### config.mk
export PLATFORM = sky130hd
export DESIGN_NAME = pwm_switch_conditioner
export DESIGN_NICKNAME = d
export VERILOG_FILES = /design/src/rtl/pwm_switch_conditioner.sv
export SDC_FILE = /design/constraint.sdc
export NUM_CORES = 1
export LEC_CHECK = 0
export ABC_AREA = 0
export BUFFER_PORTS_ARGS = -buffer_cell sky130_fd_sc_hd__buf_2
export CAP_MARGIN = 20
export CORE_MARGIN = 4
export CORE_UTILIZATION = 67
export DETAILED_ROUTE_END_ITERATION = 6
export PLACE_DENSITY = 0.84
export SETUP_SLACK_MARGIN = 0.15
export SLEW_MARGIN = 20
export SYNTH_ARGS = -nofsm -noshare
export SYNTH_HDL_FRONTEND = slang
export SYNTH_SLANG_ARGS = --single-unit
### constraint.sdc
create_clock -name clk -period 3.93 [get_ports clk]
set_input_delay 0.1965 -clock clk [delete_from_list [all_inputs] [get_ports clk]]
set_output_delay 0.1965 -clock clk [all_outputs]
set_load 0.02 [all_outputs]
### src/rtl/pwm_switch_conditioner.sv
// Cleans raw increase/decrease switches into one-cycle step pulses for the PWM generator.
// Press-to-pulse latency is SYNC_STAGES+DEBOUNCE_CYCLES+1 edges; holding both switches locks out all steps.
module pwm_switch_conditioner #(
  parameter int SYNC_STAGES     = 2,
  parameter int DEBOUNCE_CYCLES = 4,
  parameter int REPEAT_DELAY    = 50000000,
  parameter int REPEAT_RATE     = 10000000
) (
  input  logic clk,
  input  logic rst_n,
  input  logic swt_increase_raw,
  input  logic swt_decrease_raw,
  output logic swt_increase,
  output logic swt_decrease,
  output logic conflict
);

  localparam int DW   = $clog2(DEBOUNCE_CYCLES + 1);
  localparam int RMAX = (REPEAT_DELAY > REPEAT_RATE) ? REPEAT_DELAY : REPEAT_RATE;
  localparam int RW   = $clog2(RMAX + 1);

  localparam logic [DW-1:0] DEB_LAST   = DW'(DEBOUNCE_CYCLES - 1);
  localparam logic [DW-1:0] DEB_ONE    = DW'(1);
  localparam logic [RW-1:0] DELAY_LAST = RW'((REPEAT_DELAY > 0) ? REPEAT_DELAY - 1 : 0);
  localparam logic [RW-1:0] RATE_LAST  = RW'((REPEAT_RATE > 0) ? REPEAT_RATE - 1 : 0);
  localparam logic [RW-1:0] REP_ONE    = RW'(1);
  localparam logic [RW-1:0] REP_SAT    = '1;

  typedef enum logic [1:0] {
    ST_IDLE   = 2'd0,
    ST_HOLD   = 2'd1,
    ST_LOCKED = 2'd2
  } state_t;

  // Index 0 is the increase channel, index 1 the decrease channel.
  logic [1:0]             w_raw;
  logic [SYNC_STAGES-1:0] r_sync [2];
  logic [1:0]             w_sync;
  logic [1:0]             r_deb;
  logic [1:0]             w_other;
  logic [DW-1:0]          r_deb_cnt [2];
  state_t                 r_state [2];
  state_t                 w_state_nxt [2];
  logic [RW-1:0]          r_rep_cnt [2];
  logic [RW-1:0]          w_rep_cnt_nxt [2];
  logic [1:0]             r_rep_run;
  logic [1:0]             w_rep_run_nxt;
  logic [1:0]             r_pulse;
  logic [1:0]             w_pulse_nxt;
  logic                   r_conflict;

  assign w_raw   = {swt_decrease_raw, swt_increase_raw};
  assign w_sync  = {r_sync[1][SYNC_STAGES-1], r_sync[0][SYNC_STAGES-1]};
  assign w_other = {r_deb[0], r_deb[1]};

  always_ff @(posedge clk) begin
    for (int i = 0; i < 2; i++) begin
      if (!rst_n) begin
        r_sync[i] <= '0;
      end else begin
        r_sync[i] <= {r_sync[i][SYNC_STAGES-2:0], w_raw[i]};
      end
    end
  end

  // The debounced level only flips after DEBOUNCE_CYCLES consecutive disagreeing samples.
  always_ff @(posedge clk) begin
    for (int i = 0; i < 2; i++) begin
      if (!rst_n) begin
        r_deb[i]     <= 1'b0;
        r_deb_cnt[i] <= '0;
      end else if (w_sync[i] == r_deb[i]) begin
        r_deb_cnt[i] <= '0;
      end else if (r_deb_cnt[i] == DEB_LAST) begin
        r_deb[i]     <= ~r_deb[i];
        r_deb_cnt[i] <= '0;
      end else begin
        r_deb_cnt[i] <= r_deb_cnt[i] + DEB_ONE;
      end
    end
  end

  // r_rep_run marks that the first repeat has fired, so later repeats use REPEAT_RATE.
  always_comb begin
    for (int i = 0; i < 2; i++) begin
      w_state_nxt[i]   = r_state[i];
      w_rep_cnt_nxt[i] = r_rep_cnt[i];
      w_rep_run_nxt[i] = r_rep_run[i];
      w_pulse_nxt[i]   = 1'b0;
      case (r_state[i])
        ST_IDLE: begin
          if (r_deb[i]) begin
            if (w_other[i]) begin
              w_state_nxt[i] = ST_LOCKED;
            end else begin
              w_state_nxt[i]   = ST_HOLD;
              w_pulse_nxt[i]   = 1'b1;
              w_rep_cnt_nxt[i] = '0;
              w_rep_run_nxt[i] = 1'b0;
            end
          end
        end
        ST_HOLD: begin
          if (!r_deb[i]) begin
            w_state_nxt[i] = ST_IDLE;
          end else if (w_other[i]) begin
            w_state_nxt[i] = ST_LOCKED;
          end else if (REPEAT_DELAY > 0) begin
            if (r_rep_cnt[i] == (r_rep_run[i] ? RATE_LAST : DELAY_LAST)) begin
              w_pulse_nxt[i]   = 1'b1;
              w_rep_cnt_nxt[i] = '0;
              w_rep_run_nxt[i] = 1'b1;
            end else if (r_rep_cnt[i] != REP_SAT) begin
              w_rep_cnt_nxt[i] = r_rep_cnt[i] + REP_ONE;
            end
          end
        end
        ST_LOCKED: begin
          if (!r_deb[i]) begin
            w_state_nxt[i] = ST_IDLE;
          end
        end
        default: begin
          w_state_nxt[i] = ST_IDLE;
        end
      endcase
    end
  end

  always_ff @(posedge clk) begin
    if (!rst_n) begin
      for (int i = 0; i < 2; i++) begin
        r_state[i]   <= ST_IDLE;
        r_rep_cnt[i] <= '0;
      end
      r_rep_run  <= '0;
      r_pulse    <= '0;
      r_conflict <= 1'b0;
    end else begin
      for (int i = 0; i < 2; i++) begin
        r_state[i]   <= w_state_nxt[i];
        r_rep_cnt[i] <= w_rep_cnt_nxt[i];
      end
      r_rep_run  <= w_rep_run_nxt;
      r_pulse    <= w_pulse_nxt;
      r_conflict <= r_deb[0] & r_deb[1];
    end
  end

  assign swt_increase = r_pulse[0];
  assign swt_decrease = r_pulse[1];
  assign conflict     = r_conflict;

endmodule

==> results.tsv <==
stage	metric	value	unit
placed_design	Placer Congestion	0.9051	
sta	Worst Max-Slew Pin Slew	911.1	ps
detailed_routing	via/cell ratio	6.724	
global_route	initial antenna violation count	0	
clock_network	cts hold-fix bufs	0	
clock_network	Reg clk slew, reported paths	80	ps
outcome	status	complete, no violations	
pwr	maximum vdd drop	0.2595	mV
worst_setup_path	CP max FO	19	
detailed_routing	DRT Pass-1 Iters	5	
floorplanning	Die Ht	82.43	microns
pwr	Tot Pwr	1416	uW
worst_setup_path	Crit-path slowest cell	o31ai_2	
sta	setup violators final	0	
worst_setup_path	r2r setup slk	1420	ps
cells_and_area	Final Instance Area	3998	sq um
detailed_routing	wire per inst	16.72	microns
yosys	Synth Instances	424	
yosys	synth unique cells	57	
clock_network	# Post-CTS Setup Buffers	0	
yosys	most area-consuming cells after synthesis	dfxtp_1, edfxtp_1, a21oi_1	
clock_network	CTS H-tree depth	3	
yosys	Syn Area/Cell	8.752	sq um
sta	final period utilization	63.75	%
sta	Worst Skew	9.347	ps
floorplanning	Die W	82.43	microns
detailed_routing	Post-DRT Antenna Nets	0	
sta	Hold WS	65.19	ps
min_path	worst min-delay path class	in -> reg	
cells_and_area	commonest non-fill, non-tap cell in the layout	dfxtp_1	
floorplanning	die area	6794	sq um
sta	Setup TNS Final	0	ps
pwr	Leak	0.001246	uW
placed_design	Buffers on Ports	6	
cells_and_area	layout cells sized above 1	8.447	%
worst_setup_path	Worst EP required	4190	ps
sta	max-slew violation count	0	
yosys	sequential share of the synthesized area	41.00	%
clock_network	CTS Buf Count	9	
pwr	PD cells	354.2	nW/um^2
floorplanning	I/O pin total	7	
yosys	Synth async-reset ratio	0	%
cells_and_area	most frequent cells in the layout	dfxtp_1, nand2_1, a21oi_1	
clock_network	clk_lat worst skew	350	ps
yosys	yosys warns	0	
job	Max Cap Viol	0	
worst_setup_path	critical path type	reg -> reg	
yosys	Most used DFF post-synth	dfxtp_1	
global_route	largest net degree at the start of global routing	29	
yosys	Synth top area share	36.14	%
placed_design	Placed Area	3789	sq um
floorplanning	CORE AREA	5238	sq um
worst_setup_path	CP Data Arrival Time	2770	ps
yosys	#FFs+latches synth	73	
sta	final hold violation count	0	
detailed_routing	DR DRC count	0	
global_route	first-pass GRT wire length	14660	microns
global_route	vias in the first global route	3124	
worst_setup_path	capturing element type of the critical path	flip-flop	
clock_network	clock tree sinks	73	
yosys	Synth area leader	dfxtp_1	
sta	Max Clock Freq	399.1	MHz
yosys	Post-synth EDFFs	6	
worst_setup_path	Cell Chain, Critical Path	ha_1, and2_1, nand4_1, o31ai_2, buf_4, nand2_1, a31oi_1	
sta	minimum clock period	2506	ps
clock_network	CTS tree	built	
global_route	grt ovf	0	
global_route	GRT Overall Usage	27.68	%
cells_and_area	Inserted Diodes	0	
sta	Slew Limit Headroom	38.70	%
cells_and_area	Nets	444	
cells_and_area	Synth-to-Final Area Change	7.721	%
detailed_routing	Iteration-0 DRC Markers	435	
floorplanning	std cell rows	26	
placed_design	dpl hpwl	5808	microns
floorplanning	starting density of the core	70.86	%
clock_network	# resized after CTS	0	
detailed_routing	routed via count	3416	
clock_network	Root Driver	clkbuf_8	
worst_setup_path	Worst setup SP type	flip-flop	
sta	RSZ-0062 raised after global routing	false	
clock_network	CTS max path bufs	2	
detailed_routing	routed wire length	8492	microns
cells_and_area	final core utilization	76.33	%
yosys	mapped cell area	3711	sq um
worst_setup_path	max incr delay on CP	600	ps
==> stage by stage <==
step | std cells | worst slack (ps)
6_report | 508 | 1424
2_1_floorplan | 429 | 1826
3_3_place_gp | 493 | 1548
3_5_place_dp | 493 | 1503
5_1_grt | 508 | 1244
4_1_cts | 508 | 1483
==> Yosys cell counts (7+ instances only) <==
cell type and n:
a21oi_1 29, a31oi_1 7, and2_1 10, and3_1 7
and4_1 7, clkbuf_1 8, dfxtp_1 67, inv_1 12
nand2_1 32, nand3_1 24, nand4_1 19, nor2_1 28
o21ai_0 20, o31ai_1 13, or3_1 16, or4_1 14
xnor2_1 8
==> cell type report <==
cell class	count	area, sq um
well taps	70	87.58
inverters	12	45.04
fillers	397	1240
multi-input cells	328	2074
repair buffers	10	60.06
clock inverters	5	81.33
flip-flops and latches	73	1521
clock buffers	10	127.6
==> where the power goes <==
group          internal [uW]  switching, uW
clock network            354            276
registers                754           2.38
logic                   8.69           20.7
==> worst max-delay path: cells and delay by family, from the launching register on <==
family                   cells  cell delay (ps)
AO/OA/AOI/OAI                2              850
AND/OR/NAND/NOR              3              520
flip-flops                   1              450
buffers and inverters        1              330
adder cells (fa/ha/maj)      1              270
==> final timing paths <==
kind	from	end	depth (start not counted)
worst min-delay path	swt_increase_raw	r_sync[0][0]$_SDFF_PN0_	2
worst min register to register	r_sync[1][0]$_SDFF_PN0_	r_sync[1][1]$_SDFF_PN0_	1
worst max register to register	r_rep_cnt[0][26]$_SDFFE_PN0P_	r_rep_cnt[0][47]$_SDFFE_PN0P_	7
worst max-delay path	r_rep_cnt[0][26]$_SDFFE_PN0P_	r_rep_cnt[0][47]$_SDFFE_PN0P_	7
==> cell families after synthesis <==
group           after synthesis  share of synthesized area (%)
fa+ha+maj                     6                          2.023
xor+xnor                     13                          3.068
other cells                   1                         0.1010
mux                           5                          1.382
simple gates                201                          31.63
flops                        73                          41.00
buf+inv                      28                          3.742
compound gates               97                          17.06
==> flip-flops by register name, indices dropped and copies added, names as in the netlist <==
register / cells
r_deb_cnt: 6
r_rep_cnt: 52
r_sync: 4
conflict: 1
r_state: 4
r_deb: 2
r_rep_run: 2
r_pulse: 2
==> layer usage <==
metal	routed length [microns]	track usage (%)
met5	0	0
met4	80	9.136
met3	646	5.640
met2	3896	42.55
met1	3870	38.71
No activity file was read; power rests on OpenSTA's default activity.
